<file path="config.mk">
export PLATFORM = sky130hd
export DESIGN_NAME = data_path
export DESIGN_NICKNAME = d
export VERILOG_FILES = /design/src/rtl/cpu_pkg.sv /design/src/rtl/alu.sv /design/src/rtl/data_path.sv
export SDC_FILE = /design/constraint.sdc
export NUM_CORES = 1
export LEC_CHECK = 0
export BUFFER_PORTS_ARGS = -buffer_cell sky130_fd_sc_hd__clkbuf_2
export CAP_MARGIN = 20
export CORE_MARGIN = 2
export CORE_UTILIZATION = 57
export DETAILED_ROUTE_END_ITERATION = 8
export PLACE_DENSITY = 0.82
export SETUP_SLACK_MARGIN = 0.5
export SLEW_MARGIN = 20
export SYNTH_ARGS = -nofsm -noshare
export SYNTH_HDL_FRONTEND = slang
export SYNTH_SLANG_ARGS = --single-unit
</file>
<file path="constraint.sdc">
create_clock -name clk -period 8.5 [get_ports clk]
set_clock_uncertainty 0.2 [all_clocks]
set_input_delay 0.85 -clock clk [delete_from_list [all_inputs] [get_ports clk]]
set_output_delay 0.85 -clock clk [all_outputs]
set_load 0.03 [all_outputs]
</file>
<file path="src/rtl/cpu_pkg.sv">
// Shared constants for the 16-bit single-cycle processor: data widths,
// storage depths, ALU opcodes and operand-2 source encodings.
package cpu_pkg;

    localparam int unsigned DW   = 16;          // data / register width
    localparam int unsigned NREG = 8;           // register-file depth
    localparam int unsigned NMEM = 8;           // data-memory depth
    localparam int unsigned RAW  = 3;           // register index width
    localparam int unsigned MAW  = 3;           // memory address width
    localparam int unsigned OPW  = 4;           // opcode width
    localparam int unsigned IMMW = 6;           // signed immediate width
    localparam int unsigned SHW  = 3;           // shift-amount field width
    localparam int unsigned SAW  = $clog2(DW);  // usable shift-distance bits

    localparam logic [OPW-1:0] OP_ADD  = 4'b0000;
    localparam logic [OPW-1:0] OP_SUB  = 4'b0001;
    localparam logic [OPW-1:0] OP_AND  = 4'b0010;
    localparam logic [OPW-1:0] OP_OR   = 4'b0011;
    localparam logic [OPW-1:0] OP_XOR  = 4'b0100;
    localparam logic [OPW-1:0] OP_SLL  = 4'b0101;
    localparam logic [OPW-1:0] OP_ADDI = 4'b0110;
    localparam logic [OPW-1:0] OP_LW   = 4'b0111;
    localparam logic [OPW-1:0] OP_SW   = 4'b1000;
    localparam logic [OPW-1:0] OP_SRL  = 4'b1001;
    localparam logic [OPW-1:0] OP_SRA  = 4'b1010;
    localparam logic [OPW-1:0] OP_NOT  = 4'b1011;
    localparam logic [OPW-1:0] OP_SLT  = 4'b1100;

    localparam logic [1:0] SRC_REG   = 2'b00;
    localparam logic [1:0] SRC_IMM   = 2'b01;
    localparam logic [1:0] SRC_SHAMT = 2'b10;
    localparam logic [1:0] SRC_ZERO  = 2'b11;

endpackage

</file>
<file path="src/rtl/alu.sv">
// Purely combinational ALU.
//   op_code  : operation select (OP_* in cpu_pkg)
//   in1, in2 : operands
//   result_c : result, modulo 2^DW, no flags; unknown opcodes yield 0
module alu
    import cpu_pkg::*;
(
    input  logic [OPW-1:0] op_code,
    input  logic [DW-1:0]  in1,
    input  logic [DW-1:0]  in2,
    output logic [DW-1:0]  result_c
);

    always_comb begin
        result_c = '0;
        case (op_code)
            OP_ADD, OP_ADDI, OP_LW, OP_SW: result_c = in1 + in2;
            OP_SUB: result_c = in1 - in2;
            OP_AND: result_c = in1 & in2;
            OP_OR:  result_c = in1 | in2;
            OP_XOR: result_c = in1 ^ in2;
            OP_SLL: result_c = in1 << in2[SAW-1:0];
            OP_SRL: result_c = in1 >> in2[SAW-1:0];
            OP_SRA: result_c = DW'($signed(in1) >>> in2[SAW-1:0]);
            OP_NOT: result_c = ~in1;
            OP_SLT: result_c = DW'($signed(in1) < $signed(in2));
            default: result_c = '0;
        endcase
    end

endmodule

</file>
<file path="src/rtl/data_path.sv">
// Execution half of the single-cycle CPU: 8x16 register file, ALU and
// 8x16 data memory. Decoded fields and strobes come from the control unit.
// Ports:
//   clk, reset (synchronous, active-low)
//   opCode, dst, src1, src2, shamt, iconst : decoded instruction fields
//   regWrite, memtoReg, memWrite, ALUsrc   : control strobes
//   reg0..reg7, dataMemValue0..7           : architectural state (debug)
//   ALUout, ALUin1, ALUin2, regDataIn      : internal buses (debug)
// Build option: define R0_ZERO_EN to hardwire register 0 to zero.
module data_path
    import cpu_pkg::*;
(
    input  logic            clk,
    input  logic            reset,
    input  logic [OPW-1:0]  opCode,
    input  logic [RAW-1:0]  dst,
    input  logic [RAW-1:0]  src1,
    input  logic [RAW-1:0]  src2,
    input  logic [SHW-1:0]  shamt,
    input  logic [IMMW-1:0] iconst,
    input  logic            regWrite,
    input  logic            memtoReg,
    input  logic            memWrite,
    input  logic [1:0]      ALUsrc,
    output logic [DW-1:0]   reg0,
    output logic [DW-1:0]   reg1,
    output logic [DW-1:0]   reg2,
    output logic [DW-1:0]   reg3,
    output logic [DW-1:0]   reg4,
    output logic [DW-1:0]   reg5,
    output logic [DW-1:0]   reg6,
    output logic [DW-1:0]   reg7,
    output logic [DW-1:0]   dataMemValue0,
    output logic [DW-1:0]   dataMemValue1,
    output logic [DW-1:0]   dataMemValue2,
    output logic [DW-1:0]   dataMemValue3,
    output logic [DW-1:0]   dataMemValue4,
    output logic [DW-1:0]   dataMemValue5,
    output logic [DW-1:0]   dataMemValue6,
    output logic [DW-1:0]   dataMemValue7,
    output logic [DW-1:0]   ALUout,
    output logic [DW-1:0]   ALUin1,
    output logic [DW-1:0]   ALUin2,
    output logic [DW-1:0]   regDataIn
);

    logic [DW-1:0]  rf_q  [NREG];
    logic [DW-1:0]  rf_d  [NREG];
    logic [DW-1:0]  rf_rd [NREG];
    logic [DW-1:0]  mem_q [NMEM];
    logic [DW-1:0]  mem_d [NMEM];
    logic [MAW-1:0] mem_addr;

    // Architectural read view of the register file
    always_comb begin
        rf_rd = rf_q;
`ifdef R0_ZERO_EN
        rf_rd[0] = '0;
`endif
    end

    // Operand selection
    always_comb begin
        ALUin1 = rf_rd[src1];
        case (ALUsrc)
            SRC_REG:   ALUin2 = rf_rd[src2];
            SRC_IMM:   ALUin2 = {{(DW-IMMW){iconst[IMMW-1]}}, iconst};
            SRC_SHAMT: ALUin2 = DW'(shamt);
            SRC_ZERO:  ALUin2 = '0;
            default:   ALUin2 = '0;
        endcase
    end

    alu u_alu (
        .op_code  (opCode),
        .in1      (ALUin1),
        .in2      (ALUin2),
        .result_c (ALUout)
    );

    // Address wraps modulo the memory depth
    assign mem_addr  = ALUout[MAW-1:0];
    assign regDataIn = memtoReg ? mem_q[mem_addr] : ALUout;

    // Next state: both writes may commit in one cycle, each from pre-edge values
    always_comb begin
        rf_d  = rf_q;
        mem_d = mem_q;
        if (regWrite) begin
            rf_d[dst] = regDataIn;
        end
`ifdef R0_ZERO_EN
        rf_d[0] = '0;
`endif
        if (memWrite) begin
            mem_d[mem_addr] = rf_rd[dst];
        end
    end

    // State registers; reset wins over any concurrent write
    always_ff @(posedge clk) begin
        if (!reset) begin
            rf_q  <= '{default: '0};
            mem_q <= '{default: '0};
        end else begin
            rf_q  <= rf_d;
            mem_q <= mem_d;
        end
    end

    assign reg0 = rf_rd[0];
    assign reg1 = rf_rd[1];
    assign reg2 = rf_rd[2];
    assign reg3 = rf_rd[3];
    assign reg4 = rf_rd[4];
    assign reg5 = rf_rd[5];
    assign reg6 = rf_rd[6];
    assign reg7 = rf_rd[7];

    assign dataMemValue0 = mem_q[0];
    assign dataMemValue1 = mem_q[1];
    assign dataMemValue2 = mem_q[2];
    assign dataMemValue3 = mem_q[3];
    assign dataMemValue4 = mem_q[4];
    assign dataMemValue5 = mem_q[5];
    assign dataMemValue6 = mem_q[6];
    assign dataMemValue7 = mem_q[7];

endmodule

</file>
; ---- Yosys cells after proc, flatten, opt, wreduce, memory -nomap -nowiden
; Cells that the tools add are included.
[totals]
rom_bits = 0
memories = 0
mem_bits_rw = 0
output_inout_bits = 320
latchBits = 0
register_bits = 256
[classes]
n_eq_ne = 15
mux = 21
n_bitwise = 8
multipliers = 0
add_sub_neg = 2
order_cmp = 7
div = 0
shift = 3
reduce_logical = 5
[ops]
columns = op, n
row1 = 128-bit bitwise mux, 2
row2 = 16-bit binary-select mux with 3-bit select, 4
row3 = 16-bit 2-to-1 mux, 11
row4 = 16-bit case mux with 10 select lines, 1
row5 = 16-bit demux with 3-bit select, 2
row6 = 16-bit case mux with 4 select lines, 1
row7 = 4-bit == test (second input constant), 5
row8 = 16-bit adder, 1
row9 = 16-bit bitwise AND, 1
row10 = 4-bit by 3-bit == test with 1-bit output (second input constant), 4
row11 = 4-bit greater-or-equal comparator (second input constant), 4
row12 = 16-bit < comparator, 1
row13 = 16-bit NOT, 1
row14 = 3-bit NOT with 4-bit output, 4
row15 = 16-bit bitwise OR, 1
row16 = 16-bit by 4-bit << shifter with 16-bit output, 1
row17 = 16-bit by 4-bit right shift with 16-bit output, 1
row18 = 16-bit by 4-bit >>> shifter with 16-bit output, 1
row19 = 16-bit subtractor, 1
row20 = 16-bit XOR, 1
row21 = 4-bit by 2-bit == test with 1-bit output (second input constant), 2
row22 = 4-bit by 1-bit < comparator with 1-bit output (second input constant), 2
row23 = 2-bit == test (second input constant), 2
row24 = 4-bit by 1-bit == test with 1-bit output (second input constant), 1
row25 = 5 further kinds, 6

; ---- Logic depth before layout (Yosys ltp)
; Gate-level depths: netlist of run 1.
[depth]
depth_word = 13
depth_mapped = 26
depth_no_buf = 19

; ---- Hierarchy
; From an unflattened synthesis of run 1, not the netlist that was laid out.
[hier_totals]
cells_unflattened = 2153
area_unflattened_um2 = 17928.4
[by_module_without_submodules]
columns = mod, area_per_inst_um2, n_inst, cells_each
row1 = data_path, 14008.4, 1, 1563
row2 = alu, 3920.0, 1, 590

; ---- Worst setup path before layout of run 1
; Ideal clock, no wire load.
[synth_timing]
path_type = input to output
startpoint = input src2[0]
endpoint = output regDataIn[14]
arrival_ps = 5948
required_ps = 7450
path_buffers = 7
cell_stages = 21
slack_ps = 1502
cell_sequence = buf_2 buf_4 buf_1 clkbuf_1 mux4_2 mux2_2 o21ai_0 ha_1 clkbuf_1 and2_1 a2111oi_0 nand3_1 a31oi_1 nor3_4 inv_4 buf_6 buf_4 nand3_1 o2111ai_1 a21oi_2 nor2_1
[synth_via]
elab_chain_cells = 12
[synth_rtl]
columns = item, line
row1 = "start, declared", data_path.sv:18  ; input logic [RAW-1:0] src2,
row2 = 3-bit NOT with 4-bit output (implied by the code) (*), data_path.sv:66  ; SRC_REG: ALUin2 = rf_rd[src2];
row3 = 16-bit binary-select mux with 3-bit select (*), data_path.sv:66
row4 = 16-bit 2-to-1 mux (implied by the code) (*) (2 in series), data_path.sv:66
row5 = 16-bit case mux with 4 select lines (*), data_path.sv:65  ; case (ALUsrc)
row6 = "16-bit subtractor, or another cell as far along", alu.sv:18  ; OP_SUB: result_c = in1 - in2;
row7 = 16-bit case mux with 10 select lines (*), alu.sv:16  ; case (op_code)
row8 = net ALUout[0], data_path.sv:41  ; output logic [DW-1:0] ALUout,
row9 = 3-bit NOT with 4-bit output (implied by the code) (*), data_path.sv:83  ; assign regDataIn = memtoReg ? mem_q[mem_addr] : ALUout;
row10 = 16-bit binary-select mux with 3-bit select (*), data_path.sv:83
row11 = 16-bit 2-to-1 mux (implied by the code) (*) (2 in series), data_path.sv:83
row12 = 16-bit 2-to-1 mux (*), data_path.sv:83
row13 = "end, declared", data_path.sv:44  ; output logic [DW-1:0] regDataIn
; The timed path passes the listed nets; every way through them passes the cells marked *. The select of a mux whose other input is x is not followed.

; ---- Final worst setup path of run 1
[layout_timing]
startpoint = input src2[0]
endpoint = output regDataIn[7]
[layout_via]
elab_chain_cells = 12
[layout_rtl]
columns = item, line
row1 = 3-bit NOT with 4-bit output (implied by the code) (*), data_path.sv:66
row2 = 16-bit binary-select mux with 3-bit select (*), data_path.sv:66
row3 = 16-bit 2-to-1 mux (implied by the code) (*) (2 in series), data_path.sv:66
row4 = 16-bit case mux with 4 select lines (*), data_path.sv:65
row5 = "16-bit subtractor, or another cell as far along", alu.sv:18
row6 = 16-bit case mux with 10 select lines (*), alu.sv:16
row7 = 3-bit NOT with 4-bit output (implied by the code), data_path.sv:83
row8 = 16-bit binary-select mux with 3-bit select, data_path.sv:83
row9 = 16-bit 2-to-1 mux (implied by the code) (2 in series), data_path.sv:83
row10 = 16-bit 2-to-1 mux (*), data_path.sv:83
; Every way passes the cells marked *; elsewhere a longest branch is shown, timed or not. The select of a mux whose other input is x is not followed.

==> out/metrics.yaml, run 1 <==
fillers: 2537
drt_pre_antenna_iters: 8
coreArea_mm2: 0.0306
final_nets: 2415
status: "finished clean"
rows: 64
postCtsSetupBuffers: 0
ys_ff_latch: 256
path_clk_slew_ns: 0.06
drtIter0Drc: 3397
stdcell_count: 2753
cts_buffer_depth: 3
drc: 0
p_total_uw: 3830
maxSlewHeadroom_pct: 14.1
cap_violations: 0
routabilityCongestion: 1.08
antenna_cells: 0
setup_viol_count_final: 0
max_freq_mhz: 129
clock_sinks: 256
cts-root-buf: "clkbuf_16"
end_kind: "primary output"
synth_area_mm2: 0.0177
p_per_area_mw_per_mm2: 185
hold_class: "reg -> reg"
rsz0062_at_grt: "false"
io_pins: 349
hold_slack_ns: 0.298
grt.overflow.total: 0
peakVddDrop_v: 0.000154
die_y_um: 180
criticalPathCategory: "in -> out"
dpl.hpwl_mm: 61.2
yosys.area.top_type_share_pct: 28.9
cts_tree: "built"
cts_made_buffers: 28
grt_max_degree: 96
grt_use_total_pct: 48.4
arrival_ns: 6.73
ys_seq_area_share_pct: 28.9
grt_pass1_vias: 18800
start_kind: "primary input"
die-width_um: 180
synth_top_area_cell: "dfxtp_1"
synth-async-reset-ratio_pct: 0
insertion_delay_ns: 0.56
layout_commonest_cell: "clkbuf_2"
die_area_mm2: 0.0325
postCtsResizedCells: 0
finalHoldViolCount: 0
place_inst: 2701
leakagePower_uw: 0.00893
start_util_pct: 58.0
critPathRequiredTime_ns: 7.45
vias: 20300
synthTopCellsByArea: "dfxtp_1 29%, mux4_2 9.1%, nor2_1 5.8%, mux2i_1 4.5%, mux2_2 3.6%"
layout_common_cells: "347 x clkbuf_2, 274 x nor2_1, 256 x dfxtp_1, 141 x nand2_1, 116 x nor3_1"
finalWirelength_mm: 82.9
tightest_slew_ns: 1.28
slew_violations: 0
cts_htree_levels: 1
area_delta_synth_final_pct: 16.6
synth_flop_cell: "dfxtp_1"
port_buffers: 348
ys_warn_count: 0
syn-num-nets: 2145
yosys.cell_types.count: 106
fin_crit_ns: 7.78
wire_per_inst_um: 30.1
ctsHoldBuffers: 0
min_period_over_period_pct: 91.5
synth_area_per_cell_um2: 8.59
synth-edff-count: 0
grt_pass1_wl_mm: 121
ant_nets: 0
crit_fanout: 41
layout-drive-gt1-share_pct: 28.3
synthCells: 2065
fin_tns_setup_ns: 0
viasPerCell: 7.39
antenna_found_initial: 1
[layout make-up]
| type | instances | area, um^2 | share of cell area, % |
|---|---|---|---|
| clock buffers | 34 | 763 | 3.69 |
| clock inverters | 18 | 265 | 1.28 |
| inverters | 80 | 305 | 1.48 |
| multi-input cells | 1567 | 11600 | 55.9 |
| flip-flops and latches | 256 | 5120 | 24.8 |
| well taps | 396 | 495 | 2.40 |
| repair buffers | 402 | 2160 | 10.4 |
[worst max-delay path, stage by stage]
cell and delay, ns:
buf_2 0.51, buf_4 0.32, mux4_2 0.52, mux2_2 0.32
o21ai_0 0.35, ha_1 0.36, inv_1 0.12, a41oi_1 0.23
nor3_1 0.06, a221o_1 0.28, a31o_2 0.22, a21o_1 0.35
nor3_4 0.25, buf_4 0.51, mux4_1 0.66, mux2i_2 0.33
mux2i_4 0.20, clkbuf_2 0.24
[state kept, by name, indices dropped and copies added (netlist names)]
| register | flops |
|---|---|
| dataMemValue0 | 16 |
| dataMemValue1 | 16 |
| dataMemValue2 | 16 |
| dataMemValue3 | 16 |
| dataMemValue4 | 16 |
| dataMemValue5 | 16 |
| dataMemValue6 | 16 |
| dataMemValue7 | 16 |
| reg0 | 16 |
| reg1 | 16 |
| reg2 | 16 |
| reg3 | 16 |
| reg4 | 16 |
| reg5 | 16 |
| reg6 | 16 |
| reg7 | 16 |
[cell usage after synthesis (all sizes together) (5+ instances only)]
| master | instances |
|---|---|
| nor3 | 120 |
| a22oi | 11 |
| a21oi | 111 |
| a21o | 11 |
| o211ai | 23 |
| a31oi | 20 |
| mux2 | 58 |
| a211oi | 37 |
| a32oi | 8 |
| a211o | 13 |
| o31a | 6 |
| a2111oi | 8 |
| a221o | 13 |
| nor2 | 282 |
| a221oi | 21 |
| nor2b | 18 |
| a41oi | 5 |
| or2 | 6 |
| a31o | 6 |
| o31ai | 18 |
| nand2b | 14 |
| and3 | 20 |
| mux4 | 74 |
| nor4 | 10 |
| or3 | 9 |
| buf | 65 |
| clkbuf | 97 |
| inv | 76 |
| ha | 49 |
| o21ai | 98 |
| nand4 | 21 |
| nand2 | 143 |
| nand3 | 49 |
| o22ai | 26 |
| dfxtp | 256 |
| mux2i | 85 |
| a22o | 71 |
| o221ai | 25 |
| o21a | 10 |
| a2bb2oi | 6 |
[routing by layer]
| metal | vias up | track usage [%] | share of wire [%] |
|---|---|---|---|
| met5 | - | 0 | 0.016 |
| met2 | 1946 | 74.5 | 43 |
| met1 | 9566 | 61.0 | 35 |
| met3 | 505 | 11.4 | 13 |
| met4 | 2 | 30.9 | 8.6 |
| li1 | 8327 | - | - |
[worst paths after layout]
path	slack, ns	cells after the start	end	startpoint
hold / removal	0.30	2	dataMemValue3[10]$_SDFFE_PN0P_	dataMemValue3[10]$_SDFFE_PN0P_
setup / recovery	0.72	18	regDataIn[7]	src2[0]
setup reg to reg	2.62	17	dataMemValue3[14]$_SDFFE_PN0P_	reg3[0]$_SDFFE_PN0P_
hold reg to reg	0.30	2	dataMemValue3[10]$_SDFFE_PN0P_	dataMemValue3[10]$_SDFFE_PN0P_
[cell families after synthesis]
logic type / Yosys count / share of synthesized area, %
DFF: 256 / 28.9
muxes: 217 / 18.2
xor gates and xnor gates: 1 / 0.0494
buffers and inverters: 242 / 6.17
AOI/OAI and AO/OA: 588 / 24.5
adders and majority gates: 51 / 3.68
and+or+nand+nor: 710 / 18.5
[power by group]
part | leakage (uW) | internal, uW | switching [uW]
logic | 0.00635 | 329 | 816
clock network | 0.000509 | 825 | 536
registers | 0.00207 | 1250 | 73.6
total | 0.00893 | 2410 | 1430
[through the flow]
step | instance area (um^2) | worst slack [ns] | utilization (%)
floorplan | 17700 | 1.50 | -
global placement | 19600 | 0.989 | 64.2
detailed placement | 19600 | 0.785 | 64.2
CTS | 20700 | 0.770 | 67.6
global route | 20700 | 0.540 | 67.6
finish | 20700 | 0.722 | 67.6
Power figures use the tool's default switching activity.
==> inputs of run 2 (changes only) <==
--- a/config.mk
+++ b/config.mk
@@ -8,9 +8,9 @@
 export BUFFER_PORTS_ARGS = -buffer_cell sky130_fd_sc_hd__clkbuf_2
 export CAP_MARGIN = 20
 export CORE_MARGIN = 2
-export CORE_UTILIZATION = 57
+export CORE_UTILIZATION = 51
 export DETAILED_ROUTE_END_ITERATION = 8
-export PLACE_DENSITY = 0.82
+export PLACE_DENSITY = 0.78
 export SETUP_SLACK_MARGIN = 0.5
 export SLEW_MARGIN = 20
 export SYNTH_ARGS = -nofsm -noshare
==> constraint.sdc (replaced) <==
create_clock -name clk -period 6.9 [get_ports clk]
set_clock_uncertainty 0.2 [all_clocks]
set_input_delay 0.69 -clock clk [delete_from_list [all_inputs] [get_ports clk]]
set_output_delay 0.69 -clock clk [all_outputs]
set_load 0.03 [all_outputs]
==> out/metrics.yaml, run 2 (synthesized netlist as in run 1, its figures left out) <==
final-seq-area_mm2: 0.00513
max_freq_mhz: 155
die_area_mm2: 0.0363
cap_violations: 0
vias: 20200
min_period_over_period_pct: 93.4
coreArea_mm2: 0.0344
setup_viol_count_final: 0
maxSlewHeadroom_pct: 17.9
grt_max_degree: 88
start_kind: "primary input"
die_y_um: 190
io_pins: 349
final_nets: 2476
multi_input_area_mm2: 0.0118
start_util_pct: 51.6
layout_common_cells: "344 x clkbuf_2, 273 x nor2_1, 252 x dfxtp_1, 141 x nand2_1, 116 x nor3_1"
finalWirelength_mm: 83.5
hold_class: "reg -> reg"
cts_tree: "built"
post-place-ws_ns: 0.0740
cts_made_buffers: 27
p_per_area_mw_per_mm2: 215
fin_crit_ns: 6.45
ant_nets: 0
p_total_uw: 4600
die-width_um: 190
stdcell_count: 2876
setup_slack_ns: 0.452
grt_pass1_wl_mm: 120
viasPerCell: 7.01
rows: 68
area_delta_synth_final_pct: 20.5
path_clk_slew_ns: 0.06
layout-drive-gt1-share_pct: 31.0
rsz0062_at_grt: "true"
tightest_slew_ns: 1.23
end_kind: "primary output"
stdcell_area_mm2: 0.0214
cts_htree_levels: 1
place_inst: 2808
cts_buffer_depth: 3
layout_commonest_cell: "clkbuf_2"
slew_violations: 0
wire_per_inst_um: 29.0
arrival_ns: 5.56
grt_pass1_vias: 18400
finalHoldViolCount: 0
crit_fanout: 26
ctsHoldBuffers: 0
drtIter0Drc: 2939
antenna_found_initial: 3
routabilityCongestion: 1.04
insertion_delay_ns: 0.57
grt_use_total_pct: 43.9
cts-root-buf: "clkbuf_16"
leakagePower_uw: 0.00918
fillers: 3068
status: "finished clean"
port_buffers: 348
dpl.hpwl_mm: 62.9
criticalPathCategory: "in -> out"
dpl-instance-area_mm2: 0.0201
drt_pre_antenna_iters: 7
clock_sinks: 256
drc: 0
critPathRequiredTime_ns: 6.01
fin_tns_setup_ns: 0
grt.overflow.total: 0
peakVddDrop_v: 0.000195
==> run 2: changes by cell type in the layout (fill, tap and decap cells not counted), moves of 4 or more <==
| cell | delta |
|---|---|
| clkinv_2 | -5 |
| o21ai_0 | -6 |
| bufinv_16 | -5 |
| a221oi_1 | -4 |
| dfxtp_2 | +4 |
| buf_4 | +51 |
| clkbuf_1 | +7 |
| o21ai_1 | +4 |
| buf_6 | +6 |
| dfxtp_1 | -4 |
| diode_2 | +4 |
==> run 2: power breakdown <==
group	switching (uW)	internal, uW
clock	646	821
combinational	1040	467
sequential	90.1	1540
==> run 2: worst paths after layout <==
| path | endpoint | slack (ns) | from | depth (start not counted) |
|---|---|---|---|---|
| setup / recovery | regDataIn[6] | 0.45 | src1[1] | 20 |
| hold / removal | dataMemValue6[11]$_SDFFE_PN0P_ | 0.29 | dataMemValue6[11]$_SDFFE_PN0P_ | 2 |
| setup reg to reg | dataMemValue5[14]$_SDFFE_PN0P_ | 1.35 | reg7[0]$_SDFFE_PN0P_ | 19 |
| hold reg to reg | dataMemValue6[11]$_SDFFE_PN0P_ | 0.29 | dataMemValue6[11]$_SDFFE_PN0P_ | 2 |
==> run 2: routing by layer <==
metal / share of wire (%) / routed length, um / up-vias / track usage, %
met1: 35 / 29500 / 9596 / 55.0
li1: - / - / 8477 / -
met2: 45 / 37400 / 1666 / 69.3
met3: 12 / 10300 / 416 / 9.92
met4: 7.5 / 6300 / 6 / 25.8
met5: 0.044 / 37 / - / 0
==> run 2: cell type report <==
class / count / share of cell area, %
multi-input combinational: 1567 / 55.0
timing repair buffer: 464 / 12.7
clock inverter: 9 / 0.462
tap: 455 / 2.66
inverter: 80 / 1.44
clock buffer: 41 / 3.64
sequential: 256 / 24.0
antenna: 4 / 0.0468
==> run 2: repair_timing <==
item / in CTS / in global routing
setup endpoints to repair: 15 / 16
buffers inserted: 0 / 13
gates cloned: 0 / 1
gates resized for setup: 21 / 48
pin swaps: 3 / 7
hold endpoints to repair: 0 / 0
==> run 2: through the flow <==
stage	hold WS (ns)	util, %
finish	0.286	62.2
global route	0.312	62.2
detailed placement	0.278	58.4
floorplan	0.387	-
global placement	0.272	58.4
CTS	0.287	61.3
==> run 2: worst max-delay path: stages <==
cell and delay, ns:
clkbuf_2 0.21, mux4_2 0.54, mux2i_2 0.26, ha_1 0.24, inv_1 0.07, fa_1 0.42, nor2b_1 0.16, o21ai_0 0.27
a21boi_1 0.17, o31ai_2 0.35, nand2_1 0.23, a31oi_4 0.30, nor3_4 0.09, buf_4 0.16, inv_6 0.19, buf_4 0.20
nand2_4 0.09, o211ai_1 0.28, o21a_2 0.34, clkbuf_2 0.26
